`config.mk`:
```
export PLATFORM = sky130hd
export DESIGN_NAME = regfile_sequencer
export DESIGN_NICKNAME = d
export VERILOG_FILES = /design/src/rtl/regfile_sequencer_pkg.sv /design/src/rtl/regfile_sequencer_alu.sv /design/src/rtl/regfile_sequencer.sv
export SDC_FILE = /design/constraint.sdc
export NUM_CORES = 1
export LEC_CHECK = 0
export ABC_CLOCK_PERIOD_IN_PS = 5350
export BUFFER_PORTS_ARGS = -buffer_cell sky130_fd_sc_hd__clkbuf_2
export CORE_ASPECT_RATIO = 0.5
export CORE_MARGIN = 8
export CORE_UTILIZATION = 57
export DETAILED_ROUTE_END_ITERATION = 10
export MAX_ROUTING_LAYER = met4
export PLACE_DENSITY = 0.95
export SETUP_SLACK_MARGIN = 0.05
export SLEW_MARGIN = 20
export SYNTH_ARGS = -nofsm -noshare
export SYNTH_HDL_FRONTEND = slang
export SYNTH_SLANG_ARGS = --single-unit
```
`constraint.sdc`:
```
create_clock -name i_clk -period 5.35 [get_ports i_clk]
set_clock_uncertainty 0.2 [all_clocks]
set_input_delay 1.07 -clock i_clk [delete_from_list [all_inputs] [get_ports i_clk]]
set_output_delay 1.07 -clock i_clk [all_outputs]
set_load 0.005 [all_outputs]
```
`src/rtl/regfile_sequencer_pkg.sv`:
```
// Shared types for the register-file sequencer: opcode and FSM state encodings.
package regfile_sequencer_pkg;

   localparam int unsigned DATA_W = 4;
   localparam int unsigned ADDR_W = 2;

   typedef enum logic [1:0] {
      OP_ADD = 2'b00,
      OP_SUB = 2'b01,
      OP_AND = 2'b10,
      OP_LDI = 2'b11
   } op_e;

   typedef enum logic [1:0] {
      IDLE,
      READ,
      EXEC,
      WRITE
   } state_e;

endpackage

```
`src/rtl/regfile_sequencer_alu.sv`:
```
// Combinational 4-bit ALU for the sequencer; carry_we is low when the op leaves carry untouched.
module alu_4
   import regfile_sequencer_pkg::*;
(
   input  logic [DATA_W-1:0] a,
   input  logic [DATA_W-1:0] b,
   input  logic [DATA_W-1:0] imm,
   input  op_e               op,
   output logic [DATA_W-1:0] result,
   output logic              carry_out,
   output logic              carry_we
);

   logic [DATA_W:0] wide;

   always_comb begin
      wide      = '0;
      result    = '0;
      carry_out = 1'b0;
      carry_we  = 1'b1;
      case (op)
         OP_ADD: begin
            wide      = {1'b0, a} + {1'b0, b};
            result    = wide[DATA_W-1:0];
            carry_out = wide[DATA_W];
         end
         OP_SUB: begin
            // Bit 4 of the 5-bit difference is set exactly when a < b (borrow).
            wide      = {1'b0, a} - {1'b0, b};
            result    = wide[DATA_W-1:0];
            carry_out = wide[DATA_W];
         end
         OP_AND: result = a & b;
         OP_LDI: begin
            result   = imm;
            carry_we = 1'b0;
         end
         default: ;
      endcase
   end

endmodule

```
`src/rtl/regfile_sequencer.sv`:
```
// Four-phase (IDLE/READ/EXEC/WRITE) command sequencer driving an external 4x4 register file.
module regfile_sequencer
   import regfile_sequencer_pkg::*;
(
   input  logic              i_clk,
   input  logic              i_rst_n,
   input  logic              i_cmd_valid,
   output logic              o_cmd_ready,
   input  logic [1:0]        i_cmd_op,
   input  logic [ADDR_W-1:0] i_cmd_dst,
   input  logic [ADDR_W-1:0] i_cmd_src_a,
   input  logic [ADDR_W-1:0] i_cmd_src_b,
   input  logic [DATA_W-1:0] i_cmd_imm,
   output logic [ADDR_W-1:0] o_reg_read_0,
   output logic [ADDR_W-1:0] o_reg_read_1,
   input  logic [DATA_W-1:0] i_port_read_0,
   input  logic [DATA_W-1:0] i_port_read_1,
   output logic [ADDR_W-1:0] o_reg_write,
   output logic [DATA_W-1:0] o_port_write,
   output logic              o_write_enable,
   output logic              o_done,
   output logic              o_carry
);

   state_e            state, state_next;
   op_e               op_q;
   logic [ADDR_W-1:0] dst_q, src_a_q, src_b_q;
   logic [DATA_W-1:0] imm_q, opnd_a, opnd_b, result_q;
   logic              carry_next_q, carry_we_q;
   logic [DATA_W-1:0] alu_result;
   logic              alu_carry, alu_carry_we;

   alu_4 u_alu (
      .a         (opnd_a),
      .b         (opnd_b),
      .imm       (imm_q),
      .op        (op_q),
      .result    (alu_result),
      .carry_out (alu_carry),
      .carry_we  (alu_carry_we)
   );

   always_ff @(posedge i_clk or negedge i_rst_n) begin
      if (!i_rst_n) state <= IDLE;
      else          state <= state_next;
   end

   always_comb begin
      state_next     = state;
      o_cmd_ready    = 1'b0;
      o_reg_read_0   = '0;
      o_reg_read_1   = '0;
      o_reg_write    = '0;
      o_port_write   = '0;
      o_write_enable = 1'b0;
      o_done         = 1'b0;
      case (state)
         IDLE: begin
            o_cmd_ready = 1'b1;
            if (i_cmd_valid) state_next = READ;
         end
         READ, EXEC: begin
            o_reg_read_0 = src_a_q;
            o_reg_read_1 = src_b_q;
            state_next   = (state == READ) ? EXEC : WRITE;
         end
         WRITE: begin
            o_reg_write    = dst_q;
            o_port_write   = result_q;
            o_write_enable = 1'b1;
            o_done         = 1'b1;
            state_next     = IDLE;
         end
         default: state_next = IDLE;
      endcase
   end

   // Carry is staged alongside the result and only made visible at the commit edge.
   always_ff @(posedge i_clk or negedge i_rst_n) begin
      if (!i_rst_n) begin
         op_q         <= OP_ADD;
         dst_q        <= '0;
         src_a_q      <= '0;
         src_b_q      <= '0;
         imm_q        <= '0;
         opnd_a       <= '0;
         opnd_b       <= '0;
         result_q     <= '0;
         carry_next_q <= 1'b0;
         carry_we_q   <= 1'b0;
         o_carry      <= 1'b0;
      end else begin
         if (state == IDLE && i_cmd_valid) begin
            op_q    <= op_e'(i_cmd_op);
            dst_q   <= i_cmd_dst;
            src_a_q <= i_cmd_src_a;
            src_b_q <= i_cmd_src_b;
            imm_q   <= i_cmd_imm;
         end
         if (state == READ) begin
            opnd_a <= i_port_read_0;
            opnd_b <= i_port_read_1;
         end
         if (state == EXEC) begin
            result_q     <= alu_result;
            carry_next_q <= alu_carry;
            carry_we_q   <= alu_carry_we;
         end
         if (state == WRITE && carry_we_q) o_carry <= carry_next_q;
      end
   end

endmodule
```
* Word level (Yosys, flattened, before mapping) *
Cells that the tools add are included.

word-level totals
  register bits after elaboration = 29
  input bits = 23
  output and inout port bits = 14
  logic and storage cells = 39

operators by class
  $add $sub $neg = 2
  eq/ne operators = 7
  mux-type cells = 12
  bitwise operators = 1
  reduce and logical (&&, ||, !) cells = 5

operators by type and width
  cell                number
  $pmux 4 s4          1
  $eq 2x2->1 const B  4
  $mux 2              4
  $pmux 2 s3          1
  $add 4x4->5         1
  $sub 4x4->5         1
  $and 4x4->4         1
  $eq 2x1->1 const B  2
  $logic_not 2->1     2
  $mux 1              4
  $mux 4              1
  $logic_and 1x1->1   2
  $ne 2x2->1 const B  1
  $pmux 1 s2          1
  $reduce_or 2->1     1

* Longest topological paths before layout *
  depth in word-level cells = 3
  depth in mapped cells = 7

* Hierarchy *
From an unflattened synthesis, not the netlist that was laid out.

second synthesis, totals
  cell total of the unflattened synthesis = 135
  area, all modules = 1675.4 µm²

modules (own cells, without submodules)
  module             times used  cells each  area each (µm²)
  regfile_sequencer  1           84          1255.0
  alu_4              1           51          420.4

* Least setup slack after synthesis *
Ideal clock, no wire load.

  path type = reg2out
  start = reg state[0]
  end = out o_reg_read_0[0]
  data arrival time = 912 ps
  slack = 3168 ps
  stages on the path, launching flop included = 4
  buffers on the path = 0
  cell sequence = dfrtp_1 inv_1 ha_1 and2_1

on the way
  cells in the longest elaborated chain, start to end = 3

RTL lines
  item                                      line                     source
  start, declared                           regfile_sequencer.sv:25  state_e state, state_next;
  start signal, assigned                    regfile_sequencer.sv:45  else state <= state_next;
  $eq 2x1->1 or $eq 2x2->1 (tied branches)  regfile_sequencer.sv:57  case (state)
  $reduce_or 2->1 (*)                       regfile_sequencer.sv:57
  $mux 2 (*)                                regfile_sequencer.sv:57
  end, declared                             regfile_sequencer.sv:14  output logic [ADDR_W-1:0] o_reg_read_0,

Every way passes the cells marked *; elsewhere a longest branch is shown, timed or not.

* Worst setup path in the final report *
  start = reg state[1]
  end = out o_reg_read_1[1]

on the way
  cells in the longest elaborated chain, start to end = 3

RTL lines
  item                                      line                     source
  $eq 2x1->1 or $eq 2x2->1 (tied branches)  regfile_sequencer.sv:57
  $reduce_or 2->1 (*)                       regfile_sequencer.sv:57
  $mux 2 (*)                                regfile_sequencer.sv:57
  end, declared                             regfile_sequencer.sv:15  output logic [ADDR_W-1:0] o_reg_read_1,

Marks and branches as above.

==> flow_summary.json <==
{
  "hold_violations": 0,
  "async_flop_share_pct": 100,
  "crit-reg2reg-launch": "opnd_b[0]",
  "seq_area_frac_synth_pct": 45.8,
  "post-place-ws_ns": 2.98,
  "htreeDepth": 2,
  "finalCriticalPeriod_ns": 2.68,
  "r2r_end": "result_q[1]",
  "dr.pass1.iters": 4,
  "die_h_um": 53.3,
  "critical_path_class": "reg -> out",
  "cts_setup_buffers": 0,
  "cts-root-buf": "clkbuf_8",
  "cts_hold_buf": 0,
  "setup_ws_ns": 2.67,
  "clock_latency_ns": 0.28,
  "avgSynthCellArea_um2": 11.6,
  "vias_per_cell": 5.33,
  "nets": 211,
  "ys_types": 30,
  "setup_tns_ns": 0,
  "synth-edff-count": 0,
  "drt-total-wl_um": 3320,
  "fmax_mhz": 374,
  "peakVddDrop_mv": 0.310,
  "cts_max_path_buffers": 2,
  "start_kind": "register",
  "status": "finished, final reports clean",
  "final_util_pct": 71.3,
  "drtIter0Drc": 54,
  "final.period_utilization_pct": 50.0,
  "path_clk_slew_ns": 0.06,
  "antenna_found_initial": 0,
  "grt_pass1_vias": 1219,
  "cts_tree": "built",
  "grt_overflow_total": 0,
  "drive_gt1_share_pct": 36.2,
  "cp_max_fo": 6,
  "grt_pass1_wl_um": 5530,
  "p_per_area_nw_per_um2": 652,
  "synth_top_area_share_pct": 45.8,
  "cts_made_buffers": 5,
  "r2r_setup_slack_ns": 3.13,
  "core-area_um2": 2620,
  "netlist_area_um2": 1590,
  "cap_violations": 0,
  "tightest_slew_ns": 0.722,
  "cts.sinks": 29,
  "rsz0062_at_grt": "no",
  "syn2layout_area_growth_pct": 17.8,
  "slew_violations": 0,
  "ios": 37,
  "grt_use_total_pct": 15.3,
  "synth_top_area_cell": "dfrtp_1",
  "vias": 1124,
  "antennaDiodeCount": 0,
  "critPathLaunch": "state[1]",
  "dieWidth_um": 90.6,
  "required_ns": 4.08,
  "port_buffers": 36,
  "crit_path_end": "o_reg_read_1[1]",
  "r2r_cells": 5,
  "avgRoutedWirePerCell_um": 15.8,
  "ant_nets": 0,
  "dp_hpwl_um": 2450,
  "cts.repair.resized": 0,
  "end_kind": "primary output",
  "synthCells": 137,
  "finalSetupViolations": 0,
  "drc": 0,
  "syn-num-nets": 174,
  "power_w": 0.00122,
  "ys_ff_latch": 29,
  "slew_headroom_pct": 51.8,
  "power.leakage_nw": 0.948,
  "yosysWarningCount": 0,
  "start_util_pct": 60.5,
  "grt_max_degree": 30,
  "dieArea_um2": 4830,
  "fp-row-count": 13,
  "placed_cell_area_um2": 1780,
  "arrival_ns": 1.41,
  "postLayoutCellArea_um2": 1870,
  "gp_congestion": 0.895,
  "synth_flop_cell": "dfrtp_1",
  "synthTopCellsByArea": "dfrtp_1 46%, mux2_2 13%, ha_1 9.5%",
  "hold_path.class": "reg -> reg"
}
==> cell usage after synthesis, types with 2 or more instances <==
cell type / number
dfrtp_1: 29
mux2_2: 19
ha_1: 12
inv_1: 11
and2_1: 10
o21ai_0: 10
nand2_1: 9
mux2i_1: 4
clkbuf_1: 3
nor2_1: 3
nor2b_1: 3
a21oi_1: 2
a31oi_1: 2
buf_4: 2
fa_1: 2
o21bai_1: 2
==> through the flow <==
step           hold slack (ns)  std cells
4_1_cts                  0.300        211
2_1_floorplan            0.271        137
3_3_place_gp             0.280        204
6_report                 0.294        211
3_5_place_dp             0.287        204
5_1_grt                  0.312        211
==> flip-flops by register name, summed over array words and instances, names as in the netlist <==
signal	flops
imm_q	4
opnd_a	4
opnd_b	4
result_q	4
dst_q	2
op_q	2
src_a_q	2
src_b_q	2
state	2
carry_next_q	1
carry_we_q	1
o_carry	1
==> worst min path at each step <==
stage | from | endpoint | slack [ns] | cells past startpoint
2_1_floorplan | imm_q[1] | imm_q[1] | 0.27 | 1
3_3_place_gp | dst_q[0] | dst_q[0] | 0.28 | 1
3_5_place_dp | dst_q[0] | dst_q[0] | 0.29 | 1
4_1_cts | carry_next_q | o_carry | 0.30 | 1
5_1_grt | carry_next_q | o_carry | 0.31 | 1
6_report | carry_next_q | o_carry | 0.29 | 1
==> power breakdown <==
part	switching (W)	internal [W]	total, W
sequential	0.0000913	0.000329	0.000420
clock	0.0000809	0.000102	0.000183
combinational	0.000299	0.000315	0.000614
==> layout by cell type, fill, tap and decap left out, types with 4 or more instances in the layout <==
master | netlist | layout
clkbuf_2 | 0 | 36
dfrtp_1 | 29 | 29
mux2_2 | 19 | 19
ha_1 | 12 | 12
inv_1 | 11 | 11
and2_1 | 10 | 10
o21ai_0 | 10 | 10
nand2_1 | 9 | 9
clkbuf_8 | 0 | 6
mux2i_1 | 4 | 4
==> logic make-up after synthesis <==
kind of cell	Yosys count	synth area share (%)
DFF	29	45.8
AOI/OAI and AO/OA	23	9.79
and+or+nand+nor	29	9.63
buffers and inverters	17	4.58
xor gates and xnor gates	1	0.553
adders and majority gates	14	12.0
muxes	24	17.7
==> routing by layer <==
| layer | vias to the layer above | share of wire (%) | global-route usage (%) |
|---|---|---|---|
| met5 | - | 0 | - |
| met4 | 0 | 2.6 | 10.9 |
| met3 | 11 | 4.8 | 4.65 |
| met2 | 36 | 48 | 24.5 |
| met1 | 537 | 44 | 16.4 |
| li1 | 540 | - | - |
==> worst max-delay path, cell delays in order, from the launching register on <==
cell and delay, ns:
dfrtp_1 0.38, inv_1 0.08, ha_1 0.39, and2_1 0.16, clkbuf_2 0.11
==> cell type report <==
cell class              instances  area [um2]
clock buffers                   7        86.3
multi-input cells              91         787
inverters                      11        41.3
flip-flops and latches         29         726
repair buffers                 36         180
fillers                       194         752
well taps                      37        46.3
Note: power is estimated with default switching activity, not from simulation.
